<file path="src/rtl/dmem_arbiter.sv">
// Two-port round-robin arbiter and sequencer in front of the single-port DataMemory.
// It runs one memory transaction at a time, always as IDLE -> ACCESS -> DONE.
// Requester 0 is the CPU load/store path. Requester 1 is the debug/DMA loader.
module dmem_arbiter #(
    parameter int unsigned ADDR_W    = 32,
    parameter int unsigned DATA_W    = 32,
    parameter int unsigned MEM_WORDS = 64
) (
    input  logic              clk,
    input  logic              rst,
    // requester 0
    input  logic              r0_req,
    input  logic              r0_we,
    input  logic [ADDR_W-1:0] r0_addr,
    input  logic [DATA_W-1:0] r0_wdata,
    output logic              r0_ack,
    output logic              r0_err,
    output logic [DATA_W-1:0] r0_rdata,
    // requester 1
    input  logic              r1_req,
    input  logic              r1_we,
    input  logic [ADDR_W-1:0] r1_addr,
    input  logic [DATA_W-1:0] r1_wdata,
    output logic              r1_ack,
    output logic              r1_err,
    output logic [DATA_W-1:0] r1_rdata,
    // DataMemory side
    output logic              mem_memwrite,
    output logic [ADDR_W-1:0] mem_endereco,
    output logic [DATA_W-1:0] mem_writedata,
    input  logic [DATA_W-1:0] mem_readdata,
    output logic              busy
);

    typedef enum logic [1:0] {StIdle, StAccess, StDone} state_e;

    // Word-index limit, sized to match the word-index slice of an address.
    localparam logic [ADDR_W-3:0] WordLimit = (ADDR_W-2)'(MEM_WORDS);

    state_e            state_q, state_d;
    logic              last_grant_q, last_grant_d;
    logic              cmd_we_q, cmd_we_d;
    logic [ADDR_W-1:0] cmd_addr_q, cmd_addr_d;
    logic [DATA_W-1:0] cmd_wdata_q, cmd_wdata_d;
    logic              cmd_id_q, cmd_id_d;
    logic              cmd_err_q, cmd_err_d;
    logic [DATA_W-1:0] rdata_q, rdata_d;

    logic              gnt_valid;
    logic              gnt_id;
    logic              sel_we;
    logic [ADDR_W-1:0] sel_addr;
    logic [DATA_W-1:0] sel_wdata;
    logic              sel_err;
    logic              done;

    // Round-robin pick. On a tie, the requester that was not granted last time wins.
    always_comb begin
        gnt_valid = r0_req | r1_req;
        if (r0_req && r1_req) begin
            gnt_id = ~last_grant_q;
        end else begin
            gnt_id = r1_req;
        end
        sel_we    = gnt_id ? r1_we    : r0_we;
        sel_addr  = gnt_id ? r1_addr  : r0_addr;
        sel_wdata = gnt_id ? r1_wdata : r0_wdata;
        sel_err   = (sel_addr[1:0] != 2'b00) || (sel_addr[ADDR_W-1:2] >= WordLimit);
    end

    // Next-state logic. The command registers hold their value unless a grant latches them.
    always_comb begin
        state_d      = state_q;
        last_grant_d = last_grant_q;
        cmd_we_d     = cmd_we_q;
        cmd_addr_d   = cmd_addr_q;
        cmd_wdata_d  = cmd_wdata_q;
        cmd_id_d     = cmd_id_q;
        cmd_err_d    = cmd_err_q;
        rdata_d      = rdata_q;
        unique case (state_q)
            StIdle: begin
                if (gnt_valid) begin
                    cmd_we_d     = sel_we;
                    cmd_addr_d   = sel_addr;
                    cmd_wdata_d  = sel_wdata;
                    cmd_id_d     = gnt_id;
                    cmd_err_d    = sel_err;
                    last_grant_d = gnt_id;
                    state_d      = StAccess;
                end
            end
            StAccess: begin
                // Writes and rejected accesses report zero read data.
                rdata_d = (cmd_we_q || cmd_err_q) ? '0 : mem_readdata;
                state_d = StDone;
            end
            StDone: begin
                state_d = StIdle;
            end
            default: begin
                state_d = StIdle;
            end
        endcase
    end

    // State register with synchronous reset. Reset drops any in-flight transaction.
    always_ff @(posedge clk) begin
        if (rst) begin
            state_q      <= StIdle;
            last_grant_q <= 1'b1;
            cmd_we_q     <= 1'b0;
            cmd_addr_q   <= '0;
            cmd_wdata_q  <= '0;
            cmd_id_q     <= 1'b0;
            cmd_err_q    <= 1'b0;
            rdata_q      <= '0;
        end else begin
            state_q      <= state_d;
            last_grant_q <= last_grant_d;
            cmd_we_q     <= cmd_we_d;
            cmd_addr_q   <= cmd_addr_d;
            cmd_wdata_q  <= cmd_wdata_d;
            cmd_id_q     <= cmd_id_d;
            cmd_err_q    <= cmd_err_d;
            rdata_q      <= rdata_d;
        end
    end

    // Memory drive and per-requester responses. Responses are nonzero only in the owner's DONE cycle.
    always_comb begin
        busy          = (state_q != StIdle);
        // Gating with rst keeps a write from landing when reset hits during ACCESS.
        mem_memwrite  = (state_q == StAccess) & cmd_we_q & ~cmd_err_q & ~rst;
        mem_endereco  = cmd_addr_q;
        mem_writedata = cmd_wdata_q;
        done          = (state_q == StDone);
        r0_ack        = done & ~cmd_id_q;
        r1_ack        = done & cmd_id_q;
        r0_err        = r0_ack & cmd_err_q;
        r1_err        = r1_ack & cmd_err_q;
        r0_rdata      = r0_ack ? rdata_q : '0;
        r1_rdata      = r1_ack ? rdata_q : '0;
    end

endmodule

</file>
<file path="config.mk">
export PLATFORM = sky130hd
export DESIGN_NAME = dmem_arbiter
export DESIGN_NICKNAME = d
export VERILOG_FILES = /design/src/rtl/dmem_arbiter.sv
export SDC_FILE = /design/constraint.sdc
export NUM_CORES = 1
export LEC_CHECK = 0
export ABC_AREA = 1
export CORE_MARGIN = 5
export CORE_UTILIZATION = 33
export CTS_BUF_LIST = sky130_fd_sc_hd__clkbuf_16
export DETAILED_ROUTE_END_ITERATION = 7
export PLACE_DENSITY = 0.81
export SETUP_SLACK_MARGIN = 0.5
export SYNTH_ARGS = -nofsm -noshare
export SYNTH_HDL_FRONTEND = slang
export SYNTH_SLANG_ARGS = --single-unit
</file>
<file path="constraint.sdc">
create_clock -name clk -period 1.4 [get_ports clk]
set_clock_uncertainty 0.15 [all_clocks]
set_input_delay 0.21 -clock clk [delete_from_list [all_inputs] [get_ports clk]]
set_output_delay 0.21 -clock clk [all_outputs]
set_load 0.1 [all_outputs]
</file>
==> key figures <==
Outcome
  – Status: complete, but fails checks
  – Failing checks: negative setup slack

Synth
  – Number of synthesized register bits: 102
  – Mean post-synth cell area: 6.933 um2
  – Synth Area in Compound Gates: 0.2435
  – Synth Instances: 678
  – Mux contribution to synthesized area: 0
  – Post-synthesis net count: 844
  – Synth warn: 0
  – Post-Syn Area: 0.004701 mm2
  – Top_reg_cell synth: dfxtp_1
  – Largest family of logic cells by synthesized area: compound AO/OA/AOI/OAI gates
  – Post-Synth Adder-Cell Area: 0
  – Register area share after synthesis: 0.4344
  – XOR/XNOR share of the synthesized area: 0
  – Simple-gate area share of the yosys netlist: 0.2297
  – Number of enable flip-flop cells after synthesis: 0
  – Asr flop ratio synth: 0
  – Synth unique cells: 21

Timing
  – Tmin final: 2.070 ns
  – Slew @ Worst Pin: 0.3918 ns
  – Period utilization: 1.479
  – RSZ-0062 raised after global routing: yes
  – Peak Freq: 0.4831 GHz
  – Worst relative slew slack: 0.7388
  – Final Slew Violations: 0
  – Final hold violation count: 0
  – Number of setup violations in the final report: 169
  – Worst setup margin: -0.6700 ns

Critical path
  – CP Launch Type: flip-flop
  – Last element of the critical path: r1_rdata[11]
  – CP Capture Type: output port
  – CP Depth: 6
  – Critical path origin: cmd_id_q
  – Slowest-stage cell, CP: dfxtp_2
  – RR Startpoint: last_grant_q
  – Crit-path leading delay family: buffers and inverters
  – Critical setup path kind: reg -> out
  – FF-to-FF End: cmd_err_q
  – WP data required: 1.04 ns
  – CP arrival: 1.71 ns
  – R2r setup slk: -0.34 ns
  – Critical path buffers and inverters: 4
  – CP most frequent cell: buf_12
  – Worst reg-to-reg path cell count: 10
  – Crit Path Max Fanout: 7
  – CP Cell Sequence: inv_2 > nor3_4 > inv_4 > buf_12 > nor2_4 > buf_12
  – Crit path largest cell delay: 0.36 ns

Placed design
  – Area after DPL: 0.01028 mm2
  – HPWL after DPL: 16.09 mm
  – Gpl congestion: 0.9126
  – Dpl ws: -0.7295 ns
  – Port buffer count: 299

CTS
  – Skew-Pair Late Insertion Delay: 0.35 ns
  – TritonCTS clock tree: done
  – Root Buffer: clkbuf_16
  – Num CTS Buffers: 9
  – CTS clock-pin slew for the worst setup and hold paths: 0.07 ns
  – Num Clock Sinks: 102
  – Htree depth: 3
  – Clock buffer depth: 2

Floorplan
  – # IOs: 300
  – Core ar.: 0.01393 mm2
  – DIE AREA: 0.01673 mm2
  – Initial core utilization: 0.3373
  – Die Ht: 129.4 um
  – Die W: 129.4 um
  – FP Rows: 43

Routing
  – Average wire per standard cell: 24.86 um
  – Vias per Instance: 5.790
  – Starting DRT DRC Count: 620
  – Drt pass-1 iters: 7
  – Antenna-violating nets left: 0
  – DRC: 0
  – Total routed wirelength: 31.30 mm
  – Routed vias: 7,289

Cells and area
  – Area delta synth->final: 171.3%
  – Ratio of cells with drive above 1 in the final layout: 0.5116
  – Post-route design area: 0.01275 mm2
  – Commonest non-fill, non-tap cell in the layout: clkdlybuf4s50_1
  – Commonest non-fill, non-tap cells in the layout: 162 x clkdlybuf4s50_1, 156 x buf_12, 144 x nand2_1, 72 x buf_4, 70 x nor2_4
  – Layout Nets: 1,240
  – # diodes: 0

Pwr
  – PwrDens: 971.5 mW/mm2
  – Peak VDD IR: 0.8089 mV
  – Clk network pwr share: 0.198
  – Combinational power share: 0.510
  – Sw Ratio: 0.4240
  – Psw: 5.252 mW
  – Lkg Pwr: 4.877 nW
  – Total chip power: 12.39 mW
  – Pint: 7.137 mW
  – Reg power frac: 0.291

Job
  – Max-Cap Viols: 0

Global routing
  – All-layer global routing usage: 0.2786
  – First-pass GRT wire length: 36.17 mm
  – Global route total overflow: 0
  – Vias in the first global route: 6,479
  – Largest net degree at the start of global routing: 46
  – Initial antenna violation count: 0

Min path
  – Hold Path Depth: 2
  – Worst hold path class: in -> reg
[synthesized netlist by cell type (2+ instances only)]
library cell,count,area share
nand2_1,151,0.12
dfxtp_1,102,0.43
nor2_1,91,0.073
o21ai_0,67,0.071
a31oi_1,55,0.073
inv_1,48,0.038
a21oi_1,43,0.046
a211oi_1,32,0.051
buf_2,26,0.028
clkbuf_1,24,0.019
nand3_1,17,0.018
nand3b_1,6,0.0096
buf_1,5,0.0040
nor3_1,2,0.0021
o21ai_1,2,0.0021
or2_1,2,0.0027
[final cells by class]
class	count	area, um2
inverters	49	196.4
clock inverters	7	51.30
well taps	180	225.2
clock buffers	9	225.2
fillers	461	1182
multi-input cells	472	3602
repair buffers	440	6267
flip-flops and latches	102	2185
[worst register-to-register path, stage by stage (launching register included)]
cell     delay [ns]
dfxtp_2        0.34
nand2_4        0.12
nand2_8        0.10
buf_8          0.15
or2_1          0.20
o21ai_1        0.11
nand2_1        0.09
nor2_1         0.15
nand2_1        0.09
nor2_2         0.10
nor2_1         0.04
[registers in the layout, summed over array words and instances, names as in the netlist]
register and cells:
cmd_err_q 1, mem_writedata 32, cmd_id_q 1, cmd_we_q 1, rdata_q 32, state_q 2
mem_endereco 32, last_grant_q 1
[how the worst min path moves through the flow]
stage,startpoint,endpoint
floorplan,r0_we,cmd_we_q
global placement,last_grant_q,last_grant_q
detailed placement,last_grant_q,last_grant_q
CTS,r0_wdata[11],mem_writedata[11]
global route,rst,state_q[1]
finish,rst,state_q[1]
[power by group through the flow]
stage / logic [mW] / clock network (mW) / registers [mW]
after global placement: 4.74 / 0 / 3.55
after CTS: 5.31 / 2.42 / 3.51
after global routing: 6.50 / 2.57 / 3.63
after detailed placement: 4.81 / 0 / 3.56
final: 6.32 / 2.45 / 3.61
after floorplan: 1.22 / 0 / 4.99
[metal layers]
metal | wire, um | GRT usage
met1 | 10730 | 0.3161
met2 | 16020 | 0.5061
met3 | 2553 | 0.05400
met4 | 1996 | 0.1217
met5 | 0 | 0
[timing repair]
action | in CTS | in global routing
setup endpoints to repair | 236 | 236
buffers inserted | 8 | 27
gates cloned | 9 | 21
hold buffers | 0 | 0
resized for setup | 118 | 237
pin swaps | 16 | 14
[kinds of logic after synthesis]
| group | Yosys count |
|---|---|
| AOI/OAI and AO/OA | 199 |
| buffers and inverters | 105 |
| DFF | 102 |
| and+or+nand+nor | 272 |
[metrics by stage]
stage	util	cells	setup TNS, ns	hold WS, ns
after global routing	0.9151	1259	-65.92	0.2629
after floorplan	-	678	-124.46	0.2193
after global placement	0.7379	1178	-51.85	0.2961
after detailed placement	0.7379	1178	-57.54	0.3042
final	0.9151	1259	-57.42	0.2631
after CTS	0.8175	1211	-41.97	0.2602
No activity file was read; power rests on OpenSTA's default activity.
